## src/rtl/led_matrix_scanner_if.sv

```systemverilog
// led_matrix_scanner_if: board input and matrix drive bundle.
// master = game core / board side, slave = scanner.
interface led_matrix_scanner_if;
  logic         en;
  logic [127:0] field;
  logic [7:0]   row_sel;
  logic [7:0]   col_red;
  logic [7:0]   col_grn;
  logic         frame_start;

  modport master (
    output en,
    output field,
    input  row_sel,
    input  col_red,
    input  col_grn,
    input  frame_start
  );

  modport slave (
    input  en,
    input  field,
    output row_sel,
    output col_red,
    output col_grn,
    output frame_start
  );
endinterface

```

## src/rtl/led_matrix_scanner.sv

```systemverilog
// led_matrix_scanner: 8x8 bi-colour matrix row scanner with per-frame snapshot.
// Optional amber blink enabled by defining LMS_BLINK_EN.
module led_matrix_scanner #(
  parameter int ROW_CYCLES   = 1024,
  parameter int BLANK_CYCLES = 16,
  parameter int BLINK_FRAMES = 32
) (
  input  logic                 clk,
  input  logic                 rst,
  led_matrix_scanner_if.slave  bus
);

  localparam int CW = (ROW_CYCLES > 1) ? $clog2(ROW_CYCLES) : 1;
  localparam logic [CW-1:0] BLANK_LAST = CW'(BLANK_CYCLES - 1);
  localparam logic [CW-1:0] SHOW_LAST  = CW'(ROW_CYCLES - BLANK_CYCLES - 1);

  typedef enum logic [1:0] {
    LOAD  = 2'd0,
    BLANK = 2'd1,
    SHOW  = 2'd2
  } state_t;

  state_t         state;
  state_t         state_n;
  logic [CW-1:0]  cnt;
  logic [2:0]     row;
  logic [127:0]   snap;
  logic           load_go;
  logic           mute_amber;

  logic [7:0]     row_d;
  logic [7:0]     red_d;
  logic [7:0]     grn_d;
  logic           fs_d;
  logic [1:0]     code;

  assign load_go = (state == LOAD) && bus.en;

`ifdef LMS_BLINK_EN
  localparam int FW = (BLINK_FRAMES > 1) ? $clog2(BLINK_FRAMES) : 1;
  localparam logic [FW-1:0] FLAST = FW'(BLINK_FRAMES - 1);

  logic [FW-1:0] fcnt;
  logic          blink_phase;
  logic          frame_blink;

  // frame counter and blink phase; phase latched per frame at LOAD
  always_ff @(posedge clk or posedge rst) begin
    if (rst) begin
      fcnt        <= '0;
      blink_phase <= 1'b0;
      frame_blink <= 1'b0;
    end else if (load_go) begin
      frame_blink <= blink_phase;
      if (fcnt == FLAST) begin
        fcnt        <= '0;
        blink_phase <= ~blink_phase;
      end else begin
        fcnt <= fcnt + FW'(1);
      end
    end
  end

  assign mute_amber = frame_blink;
`else
  assign mute_amber = 1'b0;
`endif

  // state register
  always_ff @(posedge clk or posedge rst) begin
    if (rst) state <= LOAD;
    else     state <= state_n;
  end

  // next-state: en low abandons the frame from any state
  always_comb begin
    state_n = state;
    unique case (state)
      LOAD: begin
        if (bus.en) state_n = BLANK;
      end
      BLANK: begin
        if (!bus.en)               state_n = LOAD;
        else if (cnt == BLANK_LAST) state_n = SHOW;
      end
      SHOW: begin
        if (!bus.en)
          state_n = LOAD;
        else if (cnt == SHOW_LAST)
          state_n = (row == 3'd7) ? LOAD : BLANK;
      end
      default: state_n = LOAD;
    endcase
  end

  // slot counter, row index and frame snapshot
  always_ff @(posedge clk or posedge rst) begin
    if (rst) begin
      cnt  <= '0;
      row  <= '0;
      snap <= '0;
    end else begin
      if (state_n != state || state == LOAD) cnt <= '0;
      else                                   cnt <= cnt + CW'(1);
      if (state_n == LOAD)
        row <= '0;
      else if (state == SHOW && state_n == BLANK)
        row <= row + 3'd1;
      if (load_go) snap <= bus.field;
    end
  end

  // output decode from the state being entered, so drive tracks state
  always_comb begin
    row_d = '0;
    red_d = '0;
    grn_d = '0;
    code  = '0;
    fs_d  = load_go;
    if (state_n == SHOW) begin
      row_d = 8'd1 << row;
      for (int c = 0; c < 8; c++) begin
        code     = snap[{row, 3'(c), 1'b0} +: 2];
        red_d[c] = code[1] & ~(mute_amber & code[0]);
        grn_d[c] = code[0] & ~(mute_amber & code[1]);
      end
    end
  end

  // registered matrix drive
  always_ff @(posedge clk or posedge rst) begin
    if (rst) begin
      bus.row_sel     <= '0;
      bus.col_red     <= '0;
      bus.col_grn     <= '0;
      bus.frame_start <= 1'b0;
    end else begin
      bus.row_sel     <= row_d;
      bus.col_red     <= red_d;
      bus.col_grn     <= grn_d;
      bus.frame_start <= fs_d;
    end
  end

endmodule

```

## src/flat_wrapper.sv

```systemverilog
// flat-port wrapper written by rule: the top's interface ports become plain ports
module led_matrix_scanner_flat 
#(
  parameter int ROW_CYCLES   = 1024,
  parameter int BLANK_CYCLES = 16,
  parameter int BLINK_FRAMES = 32
)
  (clk, rst, bus_en, bus_field, bus_row_sel, bus_col_red, bus_col_grn, bus_frame_start);
  led_matrix_scanner_if bus_i ();
  input  logic clk;
  input  logic rst;
  input wire logic [$bits(bus_i.en)-1:0] bus_en;
  input wire logic [$bits(bus_i.field)-1:0] bus_field;
  output wire logic [$bits(bus_i.row_sel)-1:0] bus_row_sel;
  output wire logic [$bits(bus_i.col_red)-1:0] bus_col_red;
  output wire logic [$bits(bus_i.col_grn)-1:0] bus_col_grn;
  output wire logic [$bits(bus_i.frame_start)-1:0] bus_frame_start;
  assign bus_i.en = bus_en;
  assign bus_i.field = bus_field;
  assign bus_row_sel = bus_i.row_sel;
  assign bus_col_red = bus_i.col_red;
  assign bus_col_grn = bus_i.col_grn;
  assign bus_frame_start = bus_i.frame_start;
  led_matrix_scanner #(.ROW_CYCLES(ROW_CYCLES), .BLANK_CYCLES(BLANK_CYCLES), .BLINK_FRAMES(BLINK_FRAMES)) u_core (.clk(clk), .rst(rst), .bus(bus_i));
endmodule
```

## config.mk

```make
export PLATFORM = sky130hd
export DESIGN_NAME = led_matrix_scanner_flat
export DESIGN_NICKNAME = d
export VERILOG_FILES = /design/src/rtl/led_matrix_scanner_if.sv /design/src/rtl/led_matrix_scanner.sv /design/src/flat_wrapper.sv
export SDC_FILE = /design/constraint.sdc
export NUM_CORES = 1
export LEC_CHECK = 0
export ABC_AREA = 0
export CAP_MARGIN = 20
export CORE_MARGIN = 2
export CORE_UTILIZATION = 27
export DETAILED_ROUTE_END_ITERATION = 16
export HOLD_SLACK_MARGIN = 0.15
export PLACE_DENSITY = 0.53
export SETUP_SLACK_MARGIN = 0.4
export SLEW_MARGIN = 20
export SYNTH_ARGS = -nofsm -noshare
export SYNTH_HDL_FRONTEND = slang
export SYNTH_SLANG_ARGS = --single-unit
```

## constraint.sdc

```tcl
create_clock -name clk -period 19 [get_ports clk]
set_input_delay 5.7 -clock clk [delete_from_list [all_inputs] [get_ports clk]]
set_output_delay 5.7 -clock clk [all_outputs]
set_load 0.005 [all_outputs]
```

==> flow_summary.json <==
{
  "status": "completed",
  "grt_pass1_wl_mm": 28.0,
  "pre_cts_slack_ns": 10.73,
  "cp-end-kind": "register",
  "hold_viol": 0,
  "numCtsBuffers": 17,
  "postCtsSetupBuffers": 0,
  "setup_slack_ns": 11.11,
  "clock_path_buffers": 2,
  "cts_sinks": 168,
  "nNetsFinal": 778,
  "cts_root_buf": "clkbuf_16",
  "seq_power_share": 0.467,
  "grt_usage": 0.128,
  "cts.clk_slew.worst_paths_ns": 0.06,
  "vias_per_cell": 4.53,
  "cp-endpoint": "u_core.snap[120]",
  "cap_violations": 0,
  "crit_chain": "clkdlybuf4s50_1 > nor2b_1 > nor2b_4 > buf_4 > mux2_2",
  "die_y_um": 169,
  "fin_tns_setup_ns": 0,
  "drive_gt1_frac": 0.346,
  "powerDensity_nw_per_um2": 93.3,
  "cp.arrival_ns": 8.19,
  "min_path_type": "register to register",
  "cts_resized": 0,
  "yosysSeqAreaShare": 0.570,
  "power_frac_comb": 0.132,
  "drc": 0,
  "grt_overflow": 0,
  "worstSetupStartpoint": "bus_en",
  "start_kind": "primary input",
  "pwr-share-clk": 0.401,
  "slew_headroom": 0.276,
  "crit_type": "primary input to register",
  "p_int_w": 0.000707,
  "power_w": 0.000921,
  "rr_worst_depth": 4,
  "fp.dieW_um": 169,
  "multi_input_area_um2": 2970,
  "globalplace.congestion": 0.765,
  "slowest_stage": "buf_4",
  "synth.distinct_cells": 43,
  "nFillCells": 2606,
  "yosys-top-cells-count": "168 x dfrtp_1, 128 x mux2_2, 40 x nand2_1",
  "ys_ff_latch": 168,
  "htreeDepth": 4,
  "diodes": 0,
  "timing.rr.end": "u_core.row[2]",
  "hold_depth": 1,
  "synthTopCellsByArea": "dfrtp_1 57%, mux2_2 20%, mux4_2 9.8%, nand2_1 2.0%, a21oi_2 1.8%",
  "final_core_util": 0.367,
  "yosys.area.top_type_share": 0.570,
  "wl_per_cell_um": 17.8,
  "cp_max_fo": 77,
  "regArea_um2": 4210,
  "finalCritPeriodShare": 0.415,
  "dieArea_um2": 28700,
  "io_pins": 156,
  "synthMostInstantiatedCell": "dfrtp_1",
  "netlist_instances": 489,
  "syn_area_um2": 7380,
  "dr.pass1.iters": 4,
  "synth_edf_count": 0,
  "power.switching_w": 0.000213,
  "holdBufCountCts": 0,
  "slowest_delay_ns": 0.71,
  "synthFlopType": "dfrtp_1",
  "synth_area_per_cell_um2": 15.1,
  "dp_hpwl_mm": 12.3,
  "vias": 4499,
  "tightest_slew_ns": 1.09,
  "area_growth_pct": 33.8,
  "start_util": 0.274,
  "grt_max_degree": 108,
  "setup_viol": 0,
  "max_freq_mhz": 127,
  "hold-worst-slack_ns": 0.488,
  "grt_pass1_vias": 5177,
  "period_minus_slack_ns": 7.89,
  "synth_area_leader_cell": "dfrtp_1",
  "reg2reg_from": "u_core.row[1]",
  "required_ns": 19.30,
  "routed_wl_mm": 17.7,
  "rsz0062_at_grt": "no",
  "insertion_delay_ns": 0.42,
  "reg2reg_slack_ns": 16.71,
  "core_area_um2": 26900,
  "leakagePower_nw": 3.93,
  "antenna_left": 0,
  "async_flop_share": 1.00,
  "grt_antenna_before_repair": 0,
  "ir_drop_uv": 51.6,
  "drv_slew": 0,
  "portBuffers": 155,
  "cts_tree": "built",
  "ys_warn_count": 0,
  "drt_iter0_markers": 224,
  "rows": 60,
  "skew_ns": 0.00789,
  "synthesis.nets": 627,
  "switching_share": 0.232
}
[worst max-delay path: cells and delay by family]
family	cells	cell delay (ns)
buffers and inverters	2	1.41
AND/OR/NAND/NOR	2	0.54
multiplexers	1	0.42
[routing by layer]
metal  GRT usage  wire [µm]  vias up
met5           0          0        -
met4      0.0338        205        0
met3      0.0364        795       13
met2       0.227       9370       90
met1       0.153       7290     2341
li1            -          -     2055
[sequential cells by signal (all words and copies together), names as in the netlist]
| name | count |
|---|---|
| u_core.row | 3 |
| u_core.bus.frame_start | 1 |
| u_core.state | 2 |
| u_core.bus.col_grn | 8 |
| u_core.snap | 128 |
| u_core.bus.col_red | 8 |
| u_core.cnt | 10 |
| u_core.bus.row_sel | 8 |
[placed cells by master (no fill, tap or decap), types with 2 or more instances in the layout]
master	Yosys	final
nor3b_1	3	3
inv_1	8	7
buf_4	11	6
bufinv_16	0	3
o21ai_0	2	2
clkinvlp_4	0	3
xor2_1	5	5
clkdlybuf4s50_1	0	155
xnor2_1	3	3
inv_6	0	3
mux2_2	128	128
dfrtp_1	168	166
and3_1	3	3
a21oi_2	15	15
nor2_2	3	3
nor2_1	11	11
nor3_1	2	2
dfrtp_2	0	2
mux4_2	32	32
inv_8	0	2
nand3_1	4	4
nand3b_1	2	2
nor2b_1	4	3
nand2_1	40	40
ha_1	7	7
clkbuf_8	0	3
clkbuf_16	0	17
[stage by stage]
stage | cells | area [µm²]
2_1_floorplan | 489 | 7380
4_1_cts | 994 | 9870
3_5_place_dp | 962 | 9240
5_1_grt | 994 | 9870
3_3_place_gp | 962 | 9240
6_report | 994 | 9870
[power by group through the flow]
| stage | Clock (W) | Sequential [W] | Combinational, W |
|---|---|---|---|
| finish | 0.000369 | 0.000430 | 0.000122 |
| floorplan | 0 | 0.000428 | 0.0000811 |
| detailed placement | 0 | 0.000438 | 0.000125 |
| global placement | 0 | 0.000433 | 0.000121 |
| CTS | 0.000383 | 0.000431 | 0.000126 |
| global route | 0.000399 | 0.000437 | 0.000134 |
[kinds of logic (layout without fill, tap and decap cells)]
| family | count (synthesis) | in the layout | share of synthesized area |
|---|---|---|---|
| and+or+nand+nor | 82 | 82 | 0.0568 |
| adders and majority gates | 7 | 7 | 0.0119 |
| AOI/OAI and AO/OA | 26 | 26 | 0.0304 |
| DFF | 168 | 168 | 0.570 |
| muxes | 160 | 160 | 0.293 |
| xor gates and xnor gates | 8 | 8 | 0.00950 |
| buffers and inverters | 38 | 202 | 0.0285 |
[cell type report]
| class | count | area share |
|---|---|---|
| flip-flops and latches | 168 | 0.426 |
| repair buffers | 161 | 0.162 |
| clock inverters | 12 | 0.0166 |
| inverters | 9 | 0.00418 |
| clock buffers | 20 | 0.0473 |
| well taps | 341 | 0.0432 |
| multi-input cells | 283 | 0.301 |
[worst min path at each step]
stage                    start  slack [ns]               to
3_5_place_dp     u_core.cnt[0]        0.47    u_core.cnt[0]
2_1_floorplan    u_core.cnt[0]        0.45    u_core.cnt[0]
4_1_cts          u_core.cnt[0]        0.49    u_core.cnt[0]
3_3_place_gp     u_core.cnt[0]        0.46    u_core.cnt[0]
6_report         u_core.cnt[0]        0.49    u_core.cnt[0]
5_1_grt        u_core.snap[36]        0.52  u_core.snap[36]
Power figures use the tool's default switching activity.
